==> src/rtl/fifo_uart_tx.sv <==
// UART transmitter that pulls one byte at a time from a FIFO read port and
// sends it as start bit, DATA_WIDTH data bits (LSB first) and STOP_BITS stop bits.
module fifo_uart_tx #(
   parameter int DATA_WIDTH   = 8,
   parameter int CLKS_PER_BIT = 16,
   parameter int STOP_BITS    = 1,
   parameter int RETRY_GAP    = 4
) (
   input  logic                  clk,
   input  logic                  reset,
   input  logic                  enable,
   output logic                  fifo_rd_en,
   input  logic [DATA_WIDTH-1:0] fifo_rd_data,
   input  logic                  fifo_rd_val,
   output logic                  tx,
   output logic                  busy,
   output logic                  frame_done
);

   localparam int BAUD_W = (CLKS_PER_BIT > 1) ? $clog2(CLKS_PER_BIT) : 1;
   localparam int BIT_W  = $clog2(DATA_WIDTH + 1);
   localparam int GAP_W  = (RETRY_GAP > 1) ? $clog2(RETRY_GAP + 1) : 1;

   localparam logic [BAUD_W-1:0] BAUD_LAST = BAUD_W'(CLKS_PER_BIT - 1);
   localparam logic [BIT_W-1:0]  DATA_LAST = BIT_W'(DATA_WIDTH - 1);
   localparam logic [BIT_W-1:0]  STOP_LAST = BIT_W'(STOP_BITS - 1);
   localparam logic [GAP_W-1:0]  GAP_LAST  = GAP_W'(RETRY_GAP - 1);

   typedef enum logic [2:0] {
      IDLE,
      REQ,
      WAIT,
      START,
      DATA,
      STOP,
      GAP
   } state_t;

   state_t                  state_reg,    state_next;
   logic [BAUD_W-1:0]       baud_cnt_reg, baud_cnt_next;
   logic [BIT_W-1:0]        bit_cnt_reg,  bit_cnt_next;
   logic [GAP_W-1:0]        gap_cnt_reg,  gap_cnt_next;
   logic [DATA_WIDTH-1:0]   shift_reg,    shift_next;
   logic                    baud_last;

   assign baud_last = (baud_cnt_reg == BAUD_LAST);

   always_ff @(posedge clk) begin
      if (reset) begin
         state_reg    <= IDLE;
         baud_cnt_reg <= '0;
         bit_cnt_reg  <= '0;
         gap_cnt_reg  <= '0;
         shift_reg    <= '0;
      end else begin
         state_reg    <= state_next;
         baud_cnt_reg <= baud_cnt_next;
         bit_cnt_reg  <= bit_cnt_next;
         gap_cnt_reg  <= gap_cnt_next;
         shift_reg    <= shift_next;
      end
   end

   always_comb begin
      state_next    = state_reg;
      baud_cnt_next = '0;
      bit_cnt_next  = bit_cnt_reg;
      gap_cnt_next  = '0;
      shift_next    = shift_reg;
      fifo_rd_en    = 1'b0;
      tx            = 1'b1;
      busy          = 1'b0;
      frame_done    = 1'b0;

      case (state_reg)
         IDLE: begin
            bit_cnt_next = '0;
            if (enable) begin
               state_next = REQ;
            end
         end

         REQ: begin
            fifo_rd_en = 1'b1;
            state_next = WAIT;
         end

         // The FIFO response is only meaningful in the cycle after the request.
         WAIT: begin
            if (fifo_rd_val) begin
               shift_next = fifo_rd_data;
               state_next = START;
            end else begin
               state_next = GAP;
            end
         end

         GAP: begin
            if (gap_cnt_reg == GAP_LAST) begin
               state_next = IDLE;
            end else begin
               gap_cnt_next = gap_cnt_reg + GAP_W'(1);
            end
         end

         START: begin
            tx   = 1'b0;
            busy = 1'b1;
            if (baud_last) begin
               state_next = DATA;
            end else begin
               baud_cnt_next = baud_cnt_reg + BAUD_W'(1);
            end
         end

         DATA: begin
            tx   = shift_reg[0];
            busy = 1'b1;
            if (baud_last) begin
               shift_next = shift_reg >> 1;
               if (bit_cnt_reg == DATA_LAST) begin
                  bit_cnt_next = '0;
                  state_next   = STOP;
               end else begin
                  bit_cnt_next = bit_cnt_reg + BIT_W'(1);
               end
            end else begin
               baud_cnt_next = baud_cnt_reg + BAUD_W'(1);
            end
         end

         // Bit counter is reused to count stop bits.
         STOP: begin
            busy = 1'b1;
            if (baud_last) begin
               if (bit_cnt_reg == STOP_LAST) begin
                  frame_done   = 1'b1;
                  bit_cnt_next = '0;
                  state_next   = IDLE;
               end else begin
                  bit_cnt_next = bit_cnt_reg + BIT_W'(1);
               end
            end else begin
               baud_cnt_next = baud_cnt_reg + BAUD_W'(1);
            end
         end

         default: begin
            state_next = IDLE;
         end
      endcase
   end

endmodule

==> config.mk <==
export PLATFORM = sky130hd
export DESIGN_NAME = fifo_uart_tx
export DESIGN_NICKNAME = d
export VERILOG_FILES = /design/src/rtl/fifo_uart_tx.sv
export SDC_FILE = /design/constraint.sdc
export NUM_CORES = 1
export LEC_CHECK = 0
export CORE_ASPECT_RATIO = 1.4
export CORE_MARGIN = 5
export CORE_UTILIZATION = 30
export CTS_BUF_LIST = sky130_fd_sc_hd__clkbuf_16
export CTS_CLUSTER_DIAMETER = 60
export DETAILED_ROUTE_END_ITERATION = 7
export GPL_ROUTABILITY_DRIVEN = 0
export GPL_TIMING_DRIVEN = 1
export HOLD_SLACK_MARGIN = 0.06
export PLACE_DENSITY_LB_ADDON = 0.05
export SYNTH_ARGS = -nofsm -noshare
export SYNTH_HDL_FRONTEND = slang
export SYNTH_SLANG_ARGS = --single-unit
==> constraint.sdc <==
create_clock -name clk -period 2.25 [get_ports clk]
set_input_delay 0.225 -clock clk [delete_from_list [all_inputs] [get_ports clk]]
set_output_delay 0.225 -clock clk [all_outputs]
set_load 0.02 [all_outputs]
---- Word level (Yosys, flattened, before mapping) ----
Cells that the tools add are included.
storage, ports and cells
  input port bits ......................... 12
  output and inout bits ................... 4
  logic and storage cells ................. 60
  bits in registers ....................... 22
cells by class
  equality and inequality tests ........... 17
  bitwise gates (word level) .............. 2
  mux-type cells .......................... 23
  add/subtract/negate cells ............... 3
  reductions and logical operators ........ 10
operators with widths
  cell                                                                   count
  3-bit 2-to-1 mux                                                       8
  3-bit case mux with 7 select lines                                     1
  4-bit 2-to-1 mux                                                       4
  8-bit 2-to-1 mux                                                       2
  2-bit inequality test, second input constant                           8
  8-bit case mux with 2 select lines                                     1
  4-bit case mux with 3 select lines                                     1
  3-bit by 2-bit equality test with 1-bit output, second input constant  3
  3-bit equality test, second input constant                             3
  3-bit OR reduction                                                     3
  4-bit by 1-bit adder with 4-bit output, second input constant          2
  7-bit AND reduction                                                    1
  3-bit AND reduction                                                    2
  1-bit 2-to-1 mux                                                       5
  4-bit by 3-bit equality test with 1-bit output, second input constant  1
  4-bit equality test, second input constant                             1
  4-bit zero test                                                        1
  3-bit by 1-bit adder with 3-bit output, second input constant          1
  3-bit by 1-bit equality test with 1-bit output, second input constant  1
  3-bit zero test                                                        1
  3-bit nonzero test                                                     1
  1-bit inverter                                                         2
  1-bit case mux with 2 select lines                                     1
  2-bit nonzero test                                                     1

---- Depth between registers and ports, before layout ----
  word-level depth ........................ 4
  gate-level depth with buffers ........... 6
  depth with buffers taken out ............ 6

---- Worst setup path after synthesis ----
No wires, ideal clock.
  kind .................................... flip-flop to flip-flop
  start point ............................. register bit_cnt_reg[0]
  end point ............................... register bit_cnt_reg[3]
  required time ........................... 2180 ps
  path slack .............................. 458 ps
  period minus slack after synthesis ...... 1792 ps
  setup time .............................. 70 ps
  buffers on the path ..................... 0
  stages on the path, launching flop included .. 7
  arrival ................................. 1722 ps
  path through ............................ dfxtp_1 inv_1 ha_1 and4bb_2 or4b_1 or3_1 a21oi_1
between the ends
  word-level cells in the longest chain between the ends .. 4
  elaborated cells between the ends (all ways) .. 8
  those cells by class .................... add/sub: 1; eq/ne: 1; mux: 5; reduce/logical: 1
RTL lines
  what                                                            line      source
  from (decl)                                                     41        logic [BIT_W-1:0] bit_cnt_reg, bit_cnt_next;
  from (signal assigned)                                          58        bit_cnt_reg <= bit_cnt_next;
  4-bit by 1-bit adder with 4-bit output (tied with other cells)  125, 141
  4-bit 2-to-1 mux, on equally long branches                      136, 121
  4-bit 2-to-1 mux, on equally long branches                      135, 119
  4-bit case mux with 3 select lines *                            75        case (state_reg)
Mark *: on every way between the ends. The rest lies on a longest branch, timed or not. The select of a mux whose other input is x is not followed.
A chain may end at the register's enable or synchronous reset.

---- Worst setup path in the final report ----
  start point ............................. register baud_cnt_reg[0]
  end point ............................... output frame_done
between the ends
  word-level cells in the longest chain between the ends .. 3
RTL lines
  what                    line  source
  from (decl)             40    logic [BAUD_W-1:0] baud_cnt_reg, baud_cnt_next;
  from (signal assigned)  57    baud_cnt_reg <= baud_cnt_next;
  4-bit equality test     46    assign baud_last = (baud_cnt_reg == BAUD_LAST);
  1-bit 2-to-1 mux        135   if (baud_last) begin
  1-bit 2-to-1 mux        75
  to (decl)               17    output logic frame_done
Every way passes these cells.

==> summary.md <==
| Metric | Value |
|---|---|
| R2R depth | 6 |
| Fraction of registers with async set/reset | 0 |
| Worst path most repeated cell | and3_1 |
| Crit-path cells | ha_1 -> and3_1 -> and3_1 -> clkdlybuf4s50_1 |
| Final Setup Violations | 0 |
| Layout Cells excl Fill | 196 |
| Chip height | 83.4 um |
| Yosys top cell area share | 0.381 |
| Post-synthesis xor/xnor area fraction | 0.0152 |
| Starting density of the core | 0.314 |
| Final worst path period share | 0.942 |
| Post-synth EDFFs | 0 |
| Post-synthesis compound-gate area fraction | 0.168 |
| TritonCTS buffer count | 3 |
| Setup CP Type | register to output pin |
| Netlist cell types | 35 |
| Initial antenna violation count | 0 |
| Crit start category | register |
| DR WL/cell | about 13 um |
| Port Buffers | 15 |
| Worst-margin pin slew | slightly below 0.8 ns |
| WL final | 2620 um |
| Worst relative slew slack | 0.476 |
| Worst EP required | 2.03 ns |
| Worst EP arrival | roughly 1.9 ns |
| Max FFs per register | 8 |
| Max Freq | ~0.47 GHz |
| Final Max Tran Viols | 0 |
| Crit-path slowest cell | clkdlybuf4s50_1 |
| Die Wd | roughly 62 um |
| Top FF cell, synth | dfxtp_1 |
| Syn nets | between 150 and 200 |
| CTS Buffer Depth | 2 |
| P_leak | 0.513 nW |
| Hold-fix buffers at CTS | 0 |
| Share of cells above drive strength 1 | 0.0714 |
| First-pass GRT wire length | approximately 4600 um |
| Antenna viol nets, final | 0 |
| Detailed placement HPWL | between 1500 and 2000 um |
| Vias per inst | 5.16 |
| RSZ-0062 raised after global routing | false |
| Warnings, synthesis | 0 |
| Post-synth top cells | dfxtp_1, a21oi_1, nor2_1, o21ai_0, or3_1 |
| Diode count | 0 |
| Post-cts resize count | 0 |
| Simple-gate share of the synthesized area | 0.265 |
| H-Tree Depth | 1 |
| Root Driver | clkbuf_16 |
| Die area | 0.00521 mm^2 |
| Total GRT Usage | 0.105 |
| Inst Count DP | 192 |
| Clk Latency, worst-skew pair | roughly 0.25 ns |
| Post-synthesis sequential area ratio | 0.381 |
| Outcome | finished clean |
| Main combinational cell family by area after synthesis | simple AND/OR/NAND/NOR gates |
| Power Density | about 810 mW/mm^2 |
| FILL cells | 393 |
| CTS tree | yes |
| IO Count | 16 |
| # rows | 26 |
| Hold depth | 1 |
| Most area-hungry cell type in the Yosys netlist | dfxtp_1 |
| Post-Syn Area per Cell | 8.37 um^2 |
| HP Class | register to register |
| Tmin final | approximately 2.1 ns |
| Count leader, synth | dfxtp_1 |
| Initial drt markers | between 50 and 60 |
| Total power | 1.17 mW |
| Core area | between 0.003 and 0.004 mm^2 |
| Area Overhead vs Synth | 25.0% |
| Grt ovf | 0 |
| Slowest stage delay, CP | ~0.6 ns |
| Adder-Cell Fraction of Synth Area | 0.0542 |
| Clock-pin slew on the worst setup and hold paths | approximately 0.06 ns |
| Setup bufs post-CTS | 0 |
| DRT Pass-1 Iters | 4 |
| Worst setup EP type | output pin |
| Number of hold violations in the final report | 0 |
| Cell area after synthesis | between 0.001 and 0.0015 mm^2 |
| Mapped Cells | around 140 |
| Worst-case vdd ir drop | 0.428 mV |
| Mux share of post-synthesis cell area | 0.0607 |
| Largest net degree at the start of global routing | 16 |
| Clock Skew | 0.000788 ns |
| #FFs+latches synth | 22 |
| DR vias | between 1000 and 1500 |
| # DRC | 0 |
| Max Cap Violations | 0 |
| Fin nets | ~170 |
| Setup TNS Final | 0 ns |
| Main area contributors after synthesis | dfxtp_1, a21oi_1, mux2i_1 |
| Crit Path Max Fanout | 6 |
| CTS Sinks | 22 |
| Vias in the first global route | 995 |
where the power goes:
| group | internal (mW) | switching (mW) |
|---|---|---|
| combinational | 0.155 | 0.181 |
| clock | 0.237 | 0.145 |
| sequential | 0.418 | 0.0348 |
per-stage QoR:
step / instance area (um^2) / utilization / worst slack [ns] / hold slack (ns)
after floorplan: 1150 / - / 0.458 / 0.399
after global placement: 1370 / 0.371 / 0.338 / 0.408
after detailed placement: 1370 / 0.371 / 0.325 / 0.418
after CTS: 1440 / 0.393 / 0.126 / 0.426
after global routing: 1440 / 0.393 / 0.0372 / 0.465
final: 1440 / 0.393 / 0.131 / 0.425
metal layers:
metal	GRT usage	wire (um)	vias up
li1	-	-	522
met1	0.121	1210	475
met2	0.185	1320	12
met3	0.0203	65	2
met4	0.0405	22	0
met5	0	0	-
layout by cell type (no fill, tap or decap):
| cell | Yosys | layout |
|---|---|---|
| a21boi_1 | 1 | 1 |
| a21o_1 | 1 | 1 |
| a21oi_1 | 16 | 16 |
| a22oi_1 | 1 | 1 |
| and2_1 | 1 | 1 |
| and3_1 | 2 | 2 |
| and4_1 | 1 | 1 |
| and4bb_2 | 1 | 1 |
| buf_4 | 0 | 6 |
| clkbuf_16 | 0 | 3 |
| clkdlybuf4s50_1 | 0 | 15 |
| clkinv_1 | 0 | 1 |
| dfxtp_1 | 22 | 22 |
| ha_1 | 5 | 5 |
| inv_1 | 7 | 7 |
| mux2i_1 | 7 | 7 |
| nand2_1 | 2 | 2 |
| nand2b_1 | 3 | 3 |
| nand3_1 | 3 | 3 |
| nand3b_1 | 2 | 2 |
| nand4_1 | 1 | 1 |
| nand4b_1 | 1 | 1 |
| nor2_1 | 12 | 12 |
| nor2b_1 | 2 | 2 |
| nor3_1 | 4 | 4 |
| nor3b_1 | 2 | 2 |
| nor4bb_1 | 1 | 1 |
| o21ai_0 | 12 | 12 |
| o21bai_1 | 1 | 1 |
| o31a_1 | 1 | 1 |
| o31ai_1 | 2 | 2 |
| or3_1 | 9 | 9 |
| or3b_2 | 1 | 1 |
| or4_1 | 1 | 1 |
| or4b_1 | 2 | 2 |
| xnor2_1 | 1 | 1 |
| xor2_1 | 1 | 1 |
cell type report:
| class | count | area, um^2 | share of cell area |
|---|---|---|---|
| repair buffers | 21 | 195 | 0.135 |
| well taps | 42 | 52.6 | 0.0364 |
| inverters | 7 | 26.3 | 0.0182 |
| clock buffers | 3 | 75.1 | 0.0520 |
| clock inverters | 1 | 3.75 | 0.00260 |
| flip-flops and latches | 22 | 440 | 0.305 |
| multi-input cells | 100 | 651 | 0.451 |
worst paths after layout:
path,from,end,slack [ns]
hold / removal,gap_cnt_reg[0]$_SDFF_PP0_,gap_cnt_reg[0]$_SDFF_PP0_,0.43
setup reg to reg,bit_cnt_reg[0]$_SDFFE_PP0P_,bit_cnt_reg[3]$_SDFFE_PP0P_,0.31
hold reg to reg,gap_cnt_reg[0]$_SDFF_PP0_,gap_cnt_reg[0]$_SDFF_PP0_,0.43
setup / recovery,baud_cnt_reg[0]$_SDFF_PP0_,frame_done,0.13
critical path: cells and delay by family, from the launching register on:
kind / cells / cell delay, ns
AND/OR/NAND/NOR: 2 / 0.49
adder cells (fa/ha/maj): 1 / 0.20
buffers and inverters: 1 / 0.60
flip-flops: 1 / 0.35
cells by family (layout without fill, tap and decap cells):
kind of cell	count (synthesis)	after routing
multiplexers	7	7
flip-flops	22	22
buffers and inverters	16	32
XOR/XNOR	2	2
AO/OA/AOI/OAI	35	35
AND/OR/NAND/NOR	51	51
adder cells (fa/ha/maj)	5	5
Note: power is estimated with default switching activity, not from simulation.
==> patch (config.mk and constraints unchanged) <==
Change the parameter `RETRY_GAP` from 4 to 2.
--- a/src/rtl/fifo_uart_tx.sv
+++ b/src/rtl/fifo_uart_tx.sv
@@ -4,7 +4,7 @@
    parameter int DATA_WIDTH   = 8,
    parameter int CLKS_PER_BIT = 16,
    parameter int STOP_BITS    = 1,
-   parameter int RETRY_GAP    = 4
+   parameter int RETRY_GAP    = 2
 ) (
    input  logic                  clk,
    input  logic                  reset,
Check against the original RTL: not equivalent (a bounded check fails within 10 cycles, from zero or initial values and one cycle with reset high).
==> patch against the unedited design <==
  * Cell count fell by 1.5%
  * Sequential cell count fell by 1
  * Synthesized area fell by 0.98%
  * Largest cell class unchanged
  * Total power rose by 18%
  * Wire length rose by 3.9%
  * First-iteration DRC count rose by 3.8%
  * Clock power fell by 2%
  * Critical path type unchanged
  * Worst hold slack improved by 0.0078 ns
  * Design area fell by 0.87%
  * Largest power group is now combinational cells
  * Setup slack improved by 0.063 ns
==> patch: results (changes against the unedited design) <==
* Final min period at 2.06 ns (-0.0627 ns)
* Worst r2r src: bit_cnt_reg[0]
* Largest net degree at the start of global routing at 16 (unchanged)
* First-pass GRT wire length at 4630 um (+1.2%)
* Cell variety after synth at 36 (+2.9%)
* Leak at 0.498 nW (-2.9%)
* WHS at 0.433 ns (+0.00784 ns)
* Met3 routed WL at 78 um (+20%)
* H-tree depth at 1 (unchanged)
* Maximum vdd drop at 467 uV (+9.1%)
* Part of the power in registers at 0.354 (-0.032)
* Synth top cells by count: dfxtp_1 (21), a21oi_1 (15), or3_1 (10)
* DP Wirelength at 2020 um (+1.9%)
* Net Count, Synth at 152 (-1.9%)
* Place WS at 0.353 ns (+0.0275 ns)
* WL final at 2720 um (+3.9%)
* Via/cell ratio at 5.28 (+2.5%)
* WL/cell at 14.1 um (+5.5%)
* Area after DPL at 0.00135 mm2 (-1.1%)
* Hold endpoint: gap_cnt_reg[0]
* Critical Path Source: state_reg[2]
* Reg clk slew, reported paths at 0.06 ns (about the same)
* Starting DRT DRC Count at 54 (+3.8%)
* Nets@finish at 168 (-2.3%)
* Met2 GRT Util at 0.179 (-0.00566)
* Drt pass-1 iters at 4 (unchanged)
* Max FO, Critical Path at 14 (+8)
* Antenna violations before repair at 0 (unchanged)
* Syn Area/Cell at 8.41 um2 (+0.48%)
* Critical Path Sink: busy
* Grt met3 use at 0.0189 (-0.00135)
* Switching Power at 0.483 mW (+34%)
* Synth area leaders: dfxtp_1 (37%), mux2i_1 (7.0%), a21oi_1 (6.6%)
* DR WL met2 at 1280 um (-3.4%)
* Top Metal Used: met4
* Total track usage at 0.107 (+0.00212)
* Pwr Density at 964 mW/mm2 (+19%)
* Worst Skew at 0.00608 ns (+0.00530 ns)
* Synth warnings at 0 (unchanged)
* Grt met1 use at 0.133 (+0.0112)
* Slowest cell on crit path: clkdlybuf4s50_1
* Ys async rst share at 0 (unchanged)
* Register area share after synthesis at 0.368 (-0.0138)
* Wl on met1 at 1320 um (+9.7%)
* Run status: finished, final reports clean
* Relative slew margins at 0.742 (+0.267)
* Worst hold stages at 1 (unchanged)
* Reg2reg setup slack at 0.37 ns (+0.06 ns)
* CTS Buf Count at 3 (unchanged)
* Final setup TNS at 0 ns (unchanged)
* Clock latency at the later pin of the worst-skew pair at 0.25 ns (about the same)
* Number of global-route vias before repair at 1024 (+2.9%)
* Layout cell share with drive strength beyond 1 at 0.0861 (+0.0147)
* Clock tree buffer depth at 2 (unchanged)
* HP Class: reg -> reg
* Arrival time at the worst endpoint at 1.83 ns (-0.06 ns)
* Clock Power Share at 0.271 (-0.055)
* Crit path largest cell delay at 0.54 ns (-0.06 ns)
[patch: cell count changes in the layout (fill, tap and decap cells not counted), sizes merged, moves of 2 or more]
cell / unedited run / this run
and2b: 0 / 2
nand2b: 3 / 5
nand3: 3 / 6
nand4bb: 0 / 2
nor2: 12 / 9
nor4: 0 / 2
or4b: 2 / 0
[patch: kinds of logic after synthesis]
group / Yosys count / share of synthesized area
and+or+nand+nor: 51 / 0.277
buffers and inverters: 15 / 0.0525
xor gates and xnor gates: 2 / 0.0153
muxes: 8 / 0.0700
AOI/OAI and AO/OA: 35 / 0.174
DFF: 21 / 0.368
adders and majority gates: 4 / 0.0438
[patch: cell type report]
type                            instances  area, um2
Sequential cell                        21        423
Timing Repair Buffer                   21        195
Multi-Input combinational cell        100        663
Fill cell                             388       2240
Clock buffer                            3       75.1
Clock inverter                          1       3.75
Tap cell                               42       52.6
Inverter                                5       18.8
[patch: timing repair]
action / CTS / global route
gates resized for setup: 0 / 2
endpoints found under the hold margin: 0 / 0
setup endpoints to repair: 0 / 1
